**src/rtl/product_accumulator_pkg.sv**
```systemverilog
// Shared defaults and FSM encodings for the product accumulate stage.
package product_accumulator_pkg;

    localparam int PA_PW = 32;
    localparam int PA_AW = 40;
    localparam int PA_CW = 16;

    localparam logic ST_IDLE   = 1'b0;
    localparam logic ST_ACTIVE = 1'b1;

endpackage

```
**src/rtl/acc_sat_adder.sv**
```systemverilog
// Combinational AW-bit unsigned add with carry-out and optional clamp to all ones.
module acc_sat_adder
    import product_accumulator_pkg::*;
#(
    parameter int AW  = PA_AW,
    parameter bit SAT = 1'b1
) (
    input  logic [AW-1:0] a,
    input  logic [AW-1:0] b,
    output logic [AW-1:0] sum,
    output logic          ovf
);

    logic [AW:0] w_full;

    assign w_full = {1'b0, a} + {1'b0, b};

    // Carry-out is the overflow; clamp only when saturation is enabled.
    always_comb begin
        ovf = w_full[AW];
        if (SAT && w_full[AW]) begin
            sum = '1;
        end else begin
            sum = w_full[AW-1:0];
        end
    end

endmodule

```
**src/rtl/product_accumulator.sv**
```systemverilog
// Frame accumulator for multiplier products: sums in_first..in_last beats into one
// registered result with sticky overflow and saturating beat count.
module product_accumulator
    import product_accumulator_pkg::*;
#(
    parameter int PW  = PA_PW,
    parameter int AW  = PA_AW,
    parameter int CW  = PA_CW,
    parameter bit SAT = 1'b1
) (
    input  logic          clk,
    input  logic          rst_n,
    input  logic          in_valid,
    output logic          in_ready,
    input  logic [PW-1:0] in_prod,
    input  logic          in_first,
    input  logic          in_last,
    output logic          out_valid,
    input  logic          out_ready,
    output logic [AW-1:0] out_acc,
    output logic          out_ovf,
    output logic [CW-1:0] out_count,
    output logic          frame_drop
);

    logic          r_state;
    logic [AW-1:0] r_acc;
    logic [CW-1:0] r_cnt;
    logic          r_ovf;
    logic          r_out_valid;
    logic [AW-1:0] r_out_acc;
    logic          r_out_ovf;
    logic [CW-1:0] r_out_count;
    logic          r_frame_drop;

    logic          w_accept;
    logic          w_start;
    logic [AW-1:0] w_prod;
    logic [AW-1:0] w_sum;
    logic          w_add_ovf;
    logic [AW-1:0] w_acc_nxt;
    logic [CW-1:0] w_cnt_nxt;
    logic          w_ovf_nxt;

    assign in_ready = !r_out_valid || out_ready;
    assign w_accept = in_valid && in_ready;
    assign w_prod   = AW'(in_prod);
    // Any beat arriving with no frame open starts one, whatever in_first says.
    assign w_start  = (r_state == ST_IDLE) || in_first;

    acc_sat_adder #(
        .AW  (AW),
        .SAT (SAT)
    ) u_add (
        .a   (r_acc),
        .b   (w_prod),
        .sum (w_sum),
        .ovf (w_add_ovf)
    );

    // Running-frame values including the beat currently offered.
    always_comb begin
        w_acc_nxt = r_acc;
        w_cnt_nxt = r_cnt;
        w_ovf_nxt = r_ovf;
        if (w_start) begin
            w_acc_nxt = w_prod;
            w_cnt_nxt = CW'(1'b1);
            w_ovf_nxt = 1'b0;
        end else begin
            w_acc_nxt = w_sum;
            w_ovf_nxt = r_ovf || w_add_ovf;
            if (r_cnt == '1) begin
                w_cnt_nxt = r_cnt;
            end else begin
                w_cnt_nxt = r_cnt + CW'(1'b1);
            end
        end
    end

    // Frame state, accumulator registers and the abandoned-frame pulse.
    always_ff @(posedge clk or negedge rst_n) begin
        if (!rst_n) begin
            r_state      <= ST_IDLE;
            r_acc        <= '0;
            r_cnt        <= '0;
            r_ovf        <= 1'b0;
            r_frame_drop <= 1'b0;
        end else begin
            r_frame_drop <= w_accept && in_first && (r_state == ST_ACTIVE);
            if (w_accept) begin
                r_acc <= w_acc_nxt;
                r_cnt <= w_cnt_nxt;
                r_ovf <= w_ovf_nxt;
                if (in_last) begin
                    r_state <= ST_IDLE;
                end else begin
                    r_state <= ST_ACTIVE;
                end
            end else begin
                r_state <= r_state;
            end
        end
    end

    // Single-entry result register; a reload wins over a same-cycle handshake.
    always_ff @(posedge clk or negedge rst_n) begin
        if (!rst_n) begin
            r_out_valid <= 1'b0;
            r_out_acc   <= '0;
            r_out_ovf   <= 1'b0;
            r_out_count <= '0;
        end else if (w_accept && in_last) begin
            r_out_valid <= 1'b1;
            r_out_acc   <= w_acc_nxt;
            r_out_ovf   <= w_ovf_nxt;
            r_out_count <= w_cnt_nxt;
        end else if (out_ready) begin
            r_out_valid <= 1'b0;
        end else begin
            r_out_valid <= r_out_valid;
        end
    end

    assign out_valid  = r_out_valid;
    assign out_acc    = r_out_acc;
    assign out_ovf    = r_out_ovf;
    assign out_count  = r_out_count;
    assign frame_drop = r_frame_drop;

endmodule

```
**config.mk**
```make
export PLATFORM = sky130hd
export DESIGN_NAME = product_accumulator
export DESIGN_NICKNAME = d
export VERILOG_FILES = /design/src/rtl/product_accumulator_pkg.sv /design/src/rtl/acc_sat_adder.sv /design/src/rtl/product_accumulator.sv
export SDC_FILE = /design/constraint.sdc
export NUM_CORES = 1
export LEC_CHECK = 0
export ABC_AREA = 1
export CAP_MARGIN = 20
export CORE_MARGIN = 5
export CORE_UTILIZATION = 40
export CTS_CLUSTER_DIAMETER = 120
export DETAILED_ROUTE_END_ITERATION = 8
export PLACE_DENSITY = 0.6
export SYNTH_ARGS = -nofsm -noshare
export SYNTH_HDL_FRONTEND = slang
export SYNTH_HIERARCHICAL = 1
export SYNTH_SLANG_ARGS = --single-unit
```
**constraint.sdc**
```tcl
create_clock -name clk -period 3.1 [get_ports clk]
set_input_delay 0.465 -clock clk [delete_from_list [all_inputs] [get_ports clk]]
set_output_delay 0.465 -clock clk [all_outputs]
set_load 0.02 [all_outputs]
```
# Word level (Yosys, flattened, before mapping)
# Index checks and enable logic that the tools add are counted.
# classes
n_addsub	2
n_eq_ne	1
mux	8
bitwise_logic	1
n_reduce_logical	9
# ops
cell	n
$mux W40	2
$add A40 B32 Y41	1
$mux W16	2
$add A16 B1 Y16 const B	1
$eq A16 B16 Y1 const B	1
$logic_and A1 B1 Y1	4
$mux W1	4
$logic_or A1 B1 Y1	3
$reduce_bool A2 Y1	1
$logic_not A1 Y1	1
$not A1 Y1	1
# word_totals
register_bits	117
inputBits	38
out_inout_bits	60

# Longest topological paths before layout
# Gate-level depths: netlist of the first run.
# logic_depth
word_depth	5
ltp_mapped	17
ltp_nobuf	17

# Modules after synthesis
# The synthesis of the first run kept the hierarchy.
# modules_own_cells
module	instances	cells_per_inst	area_per_inst_um2	seq_area_each_um2
product_accumulator	1	658	5387.7	2927.8
acc_sat_adder	1	673	3274.4	0.0

# Least setup slack after synthesis of the first run
# OpenSTA, ideal clock, no wires.
# synth_timing
path_type	input -> register
from	in in_prod[0]
to	reg r_out_ovf (netlist: out_ovf)
setup_ns	0.130
t_arrival_ns	2.242
t_required_ns	2.970
path_slack_ns	0.728
cell_stages	13
cell_sequence	ha_1 -> fa_1 -> nand2_1 -> nand3_1 -> nand3_1 -> nand2_2 -> nand2_1 -> nand3b_4 -> a21oi_4 -> buf_6 -> inv_1 -> o21ai_0 -> o21ai_0
# synth_between
elab_chain_cells	3
# synth_rtl
item	line_no	text
start: declaration	product_accumulator.sv:15	input logic [PW-1:0] in_prod,
$add A40 B32 Y41	acc_sat_adder.sv:16	assign w_full = {1'b0, a} + {1'b0, b};
via w_add_ovf	product_accumulator.sv:40	logic w_add_ovf;
$logic_or A1 B1 Y1	product_accumulator.sv:72	w_ovf_nxt = r_ovf || w_add_ovf;
$mux W1	product_accumulator.sv:66	if (w_start) begin
end signal: assignment	product_accumulator.sv:116	r_out_ovf <= w_ovf_nxt;
end: declaration	product_accumulator.sv:32	logic r_out_ovf;
# The timed path passes the listed nets, and every way through them passes these cells.
# A chain may end at the register's enable or synchronous reset.

# Final worst setup path of the first run
# layout_timing
from	in in_prod[0]
to	reg r_out_acc[2] (netlist: out_acc[2])
# layout_between
elab_chain_cells	3
# layout_rtl
item	line_no	text
$add A40 B32 Y41	acc_sat_adder.sv:16	
$mux W40	acc_sat_adder.sv:21	if (SAT && w_full[AW]) begin
via w_sum[2]	product_accumulator.sv:39	logic [AW-1:0] w_sum;
$mux W40	product_accumulator.sv:66	
end signal: assignment	product_accumulator.sv:115	r_out_acc <= w_acc_nxt;
end: declaration	product_accumulator.sv:31	logic [AW-1:0] r_out_acc;
# The timed path passes the listed nets, and every way through them passes these cells.

==> impl_metrics.py, run 1 <==
metrics = {
    "timing": {
        "setup_ws_ps": 499.6,
        "fin_worst_skew_ps": 7.068,
        "slew_violations": 0,
        "hold-worst-slack_ps": 37.02,
        "setup_tns_ps": 0,
        "rsz0062_at_grt": "no",
        "slew_headroom": 0.4818,
        "fin_crit_sh": 0.8388,
        "hold_viol": 0,
        "setup_viol": 0,
        "tightestPinTransition_ps": 777.3,
        "period_minus_slack_ps": 2600,
        "fmax_ghz": 0.3846,
    },
    "placed_design": {
        "dp.cells": 1693,
        "place_ws_ps": 65.16,
        "place.gp.congestion": 0.9548,
        "place_hpwl_um": 19830,
        "io_buffers": 97,
        "placed_area_um2": 10010,
    },
    "final_layout": {
        "final_area_um2": 10600,
        "fillers": 2225,
        "drive_gt1_frac": 0.06276,
        "nets": 1517,
        "layout_common_cells": "nand2_1, inv_1, nor2_1",
        "area_delta_synth_final_pct": 22.35,
        "postLayoutCoreUtil": 0.5010,
        "finalNonFillerCells": 1725,
        "diodes": 0,
        "layout_commonest_cell": "nand2_1",
    },
    "route": {
        "wl_per_cell_um": 14.97,
        "drcViolationCount": 0,
        "viasPerCell": 4.924,
        "drt_iter0_markers": 522,
        "antenna_left": 0,
        "drt_wl_total_um": 25820,
        "vias": 8494,
        "firstDrtPassIters": 5,
    },
    "global_route": {
        "grt_first_pass_wirelength_um": 42590,
        "grt_max_degree": 74,
        "grt_overflow_total": 0,
        "antenna_found_initial": 0,
        "grt_pass1_vias": 8487,
        "grt_usage": 0.2149,
    },
    "pwr": {
        "power.internal_mw": 4.194,
        "power_mw": 7.046,
        "power.share.clock": 0.281,
        "combPwrFrac": 0.439,
        "p_switching_mw": 2.852,
        "power_frac_seq": 0.280,
        "ir_drop_uv": 341.2,
        "power.density_nw_per_um2": 664.9,
        "swShare": 0.4047,
        "leakage_nw": 5.659,
    },
    "cts": {
        "cts_num_sinks": 117,
        "clock_path_buffers": 2,
        "cts_tree": "yes",
        "cts.htree.levels": 4,
        "ctsResizeCount": 0,
        "numCtsBuffers": 17,
        "insertion_delay_ps": 420,
        "clock-root-buffer": "clkbuf_16",
        "post_cts_buffers": 0,
        "path_clk_slew_ps": 60,
        "hold_buffers": 0,
    },
    "floorplan": {
        "dieArea_um2": 24700,
        "die_w_um": 157.2,
        "start_util": 0.4095,
        "fp-row-count": 53,
        "io_pins": 98,
        "design.core.area_um2": 21150,
        "fp.dieH_um": 157.2,
    },
    "yosys": {
        "synth-warning-count": 6,
        "async_reset_ff_frac": 1.000,
        "syn-instance-count": 1331,
        "synth_edf_count": 0,
        "ys_ff_latch": 117,
        "ys_types": 36,
        "seq_area_frac_synth": 0.3380,
        "synth.avg_cell_area_um2": 6.508,
        "ys.flop_type": "dfrtp_1",
        "netlist_area_um2": 8662,
    },
    "critical_path": {
        "path_class": "in2reg",
        "critPathRequiredTime_ps": 3410,
        "critPathArrivalTime_ps": 2910,
        "path_max_fanout": 32,
        "startpoint_type": "input port",
        "crit_path_end_kind": "flop",
    },
    "min_path": {
        "min_path_type": "in2async",
    },
    "job": {
        "cap_violations": 0,
    },
    "outcome": {
        "status": "finished, final reports clean",
    },
}
final cells by class:
type	count	area (µm²)	area share
multi-input combinational	1015	4918	0.4641
sequential	117	2928	0.2763
timing repair buffer	119	1196	0.1129
inverter	167	626.9	0.05915
clock buffer	18	429.2	0.04050
tap	275	344.1	0.03247
clock inverter	14	155.1	0.01464
sequential cells by signal, summed over array words and instances (netlist names):
name	cells
out_ovf	1
r_acc	40
out_count	16
r_ovf	1
r_cnt	16
out_acc	40
r_state	1
frame_drop	1
out_valid	1
power groups by stage:
stage | clock [mW] | sequential [mW] | combinational, mW
after floorplan | 0 | 2.13 | 1.95
final | 1.98 | 1.97 | 3.09
after CTS | 2.02 | 1.97 | 3.10
after detailed placement | 0 | 2.00 | 3.09
after global placement | 0 | 1.99 | 3.07
after global routing | 2.09 | 2.01 | 3.48
synth_stat cells, drive strengths merged, types with 4 or more instances:
library cell / count / share of area
a21oi: 33 / 0.020
a31oi: 32 / 0.023
buf: 28 / 0.022
clkbuf: 11 / 0.0048
dfrtp: 117 / 0.34
ha: 41 / 0.059
inv: 166 / 0.072
nand2: 557 / 0.25
nand3: 117 / 0.075
nand3b: 4 / 0.0049
nand4: 9 / 0.0065
nor2: 130 / 0.058
nor3: 7 / 0.0066
o21a: 17 / 0.015
o21ai: 23 / 0.013
xnor2: 22 / 0.022
xor2: 4 / 0.0040
routing by layer:
metal | track usage | wire [µm] | vias to the layer above
li1 | - | - | 4385
met1 | 0.2668 | 11620 | 3925
met2 | 0.3849 | 12860 | 151
met3 | 0.03162 | 783 | 33
met4 | 0.06800 | 551 | 0
met5 | 0 | 0 | -
worst paths after layout:
path                                        endpoint               startpoint  cells past startpoint  slack (ps)
min reg2reg                  out_acc[23]$_DFFE_PN0P_  out_acc[23]$_DFFE_PN0P_                      2         470
min                         out_count[6]$_DFFE_PN0P_                    rst_n                      1          40
min in group clk             out_acc[23]$_DFFE_PN0P_  out_acc[23]$_DFFE_PN0P_                      2         470
max reg2reg                   out_acc[2]$_DFFE_PN0P_     r_acc[0]$_DFFE_PN0N_                     14         580
max                           out_acc[2]$_DFFE_PN0P_               in_prod[0]                     15         500
max in group asynchronous  out_count[10]$_DFFE_PN0P_                    rst_n                      2        2260
critical path, stage by stage:
cell	delay, ps
clkdlybuf4s50_1	420
ha_1	220
fa_1	400
nand2_1	100
nand3_1	90
nand3_1	100
nand2_2	60
nand2_1	110
nand3b_4	100
a21oi_4	180
buf_12	230
o21ai_0	110
nand2_1	100
nand3_1	90
o21a_1	120
kinds of logic (layout without fill, tap and decap cells):
logic type,Yosys count,in the layout,share of synthesized area
buffers and inverters,206,318,0.09866
xor gates and xnor gates,26,26,0.02629
AOI/OAI and AO/OA,109,109,0.07497
adders and majority gates,42,42,0.06153
DFF,117,117,0.3380
and+or+nand+nor,830,830,0.4001
other,1,8,0.0004329
Power figures use the tool's default switching activity.
==> run 2: changes to the inputs <==
- clock period: 3.1 -> 2.6 ns (I/O delays scaled with it)
==> impl_metrics.py, run 2 (same netlist as run 1, synthesis figures left out) <==
metrics = {
    "floorplan": {
        "start_util": 0.4095,
        "dieArea_um2": 24700,
        "fp-row-count": 53,
        "fp.dieH_um": 157.2,
        "die_w_um": 157.2,
        "io_pins": 98,
        "design.core.area_um2": 21150,
    },
    "cts": {
        "clock-root-buffer": "clkbuf_16",
        "clock_path_buffers": 2,
        "numCtsBuffers": 17,
        "cts.htree.levels": 4,
        "cts_tree": "yes",
        "cts_num_sinks": 117,
        "insertion_delay_ps": 420,
        "path_clk_slew_ps": 60,
    },
    "final_layout": {
        "finalNonFillerCells": 1827,
        "multi_input_area_um2": 5096,
        "fillers": 2121,
        "layout_common_cells": "nand2_1, inv_1, nor2_1",
        "postLayoutCoreUtil": 0.5511,
        "diodes": 0,
        "layout_commonest_cell": "nand2_1",
        "final_area_um2": 11660,
        "register_area_um2": 2928,
        "nets": 1619,
        "area_delta_synth_final_pct": 34.60,
        "drive_gt1_frac": 0.1443,
    },
    "timing": {
        "slew_headroom": 0.4639,
        "hold_viol": 0,
        "setup_viol": 0,
        "setup_tns_ps": 0,
        "fmax_ghz": 0.4027,
        "fin_crit_sh": 0.9550,
        "slew_violations": 0,
        "period_minus_slack_ps": 2483,
        "hold-worst-slack_ps": 27.06,
        "fin_worst_skew_ps": 8.304,
        "tightestPinTransition_ps": 804.2,
        "setup_ws_ps": 117.0,
    },
    "critical_path": {
        "cpLargestDelayFamily": "simple AND/OR/NAND/NOR gates",
        "ff2ff_path_depth": 16,
        "crit_slowest_cell": "clkdlybuf4s50_1",
        "path_max_fanout": 3,
        "rr_endpoint": "out_acc[39]$_DFFE_PN0P_",
        "startpoint_type": "input port",
        "critPathMaxStageDelay_ps": 430,
        "critPathRequiredTime_ps": 2910,
        "crit_path_frequent_cell": "nand2_1",
        "path_cells": "clkdlybuf4s50_1 > ha_1 > buf_4 > nand2_1 > inv_1 > nand2_1 > nand2_1 > a21oi_1 > nand3_1 > nand2_1 > nand2_1 > nand2_1 > nand3_2 > inv_1 > nor2_1 > nand2_1 > nand2_1",
        "r2r-start": "r_acc[22]$_DFFE_PN0N_",
        "path_class": "in2reg",
        "crit_path_end_kind": "flop",
        "critPathBufInv": 4,
        "r2r_setup_slack_ps": 120,
        "startpoint": "in_prod[22]",
        "critPathArrivalTime_ps": 2790,
    },
    "global_route": {
        "grt_max_degree": 118,
        "grt_overflow_total": 0,
        "antenna_found_initial": 0,
        "grt_first_pass_wirelength_um": 43780,
        "grt_usage": 0.2213,
        "grt_pass1_vias": 8719,
    },
    "pwr": {
        "power_mw": 9.378,
        "power.density_nw_per_um2": 804.4,
        "ir_drop_uv": 435.9,
        "leakage_nw": 6.274,
    },
    "route": {
        "drt_wl_total_um": 27290,
        "drcViolationCount": 0,
        "wl_per_cell_um": 14.94,
        "viasPerCell": 4.866,
        "vias": 8890,
        "antenna_left": 0,
        "firstDrtPassIters": 5,
        "drt_iter0_markers": 370,
    },
    "placed_design": {
        "place.gp.congestion": 0.9303,
        "placed_area_um2": 10750,
        "place_hpwl_um": 20050,
        "dp.cells": 1790,
        "io_buffers": 97,
        "place_ws_ps": -412.6,
    },
    "job": {
        "cap_violations": 0,
    },
    "min_path": {
        "min_path_type": "in2async",
    },
    "outcome": {
        "status": "finished, final reports clean",
    },
}
run 2: per-layer routing:
layer  up-vias  part of all wire  track usage
li1       4584                 -            -
met1      4109              0.44       0.2823
met2       162              0.51       0.3933
met3        35             0.032      0.03272
met4         0             0.017      0.05776
met5         -                 0            0
run 2: timing repair:
| item | in CTS | in global routing |
|---|---|---|
| resized for setup | 0 | 38 |
| hold buffers | 0 | 0 |
| setup endpoints to repair | 0 | 52 |
| setup buffers | 0 | 2 |
run 2: cell type report:
cell class              count  area share
multi-input cells        1015      0.4371
flip-flops and latches    117      0.2511
repair buffers            221      0.1760
inverters                 167     0.05377
clock buffers              18     0.03767
well taps                 275     0.02951
clock inverters            14     0.01481
run 2: worst max-delay path by stage:
| stage | endpoint | depth (start not counted) |
|---|---|---|
| after floorplan | out_ovf$_DFFE_PN0P_ | 13 |
| after global placement | out_acc[29]$_DFFE_PN0P_ | 16 |
| after detailed placement | out_acc[29]$_DFFE_PN0P_ | 16 |
| after CTS | out_acc[29]$_DFFE_PN0P_ | 16 |
| after global routing | out_acc[14]$_DFFE_PN0P_ | 15 |
| final | out_acc[39]$_DFFE_PN0P_ | 17 |
run 2: power by group:
group | internal [mW] | switching (mW)
clock | 1.54 | 0.953
sequential | 2.14 | 0.219
combinational | 2.04 | 2.48
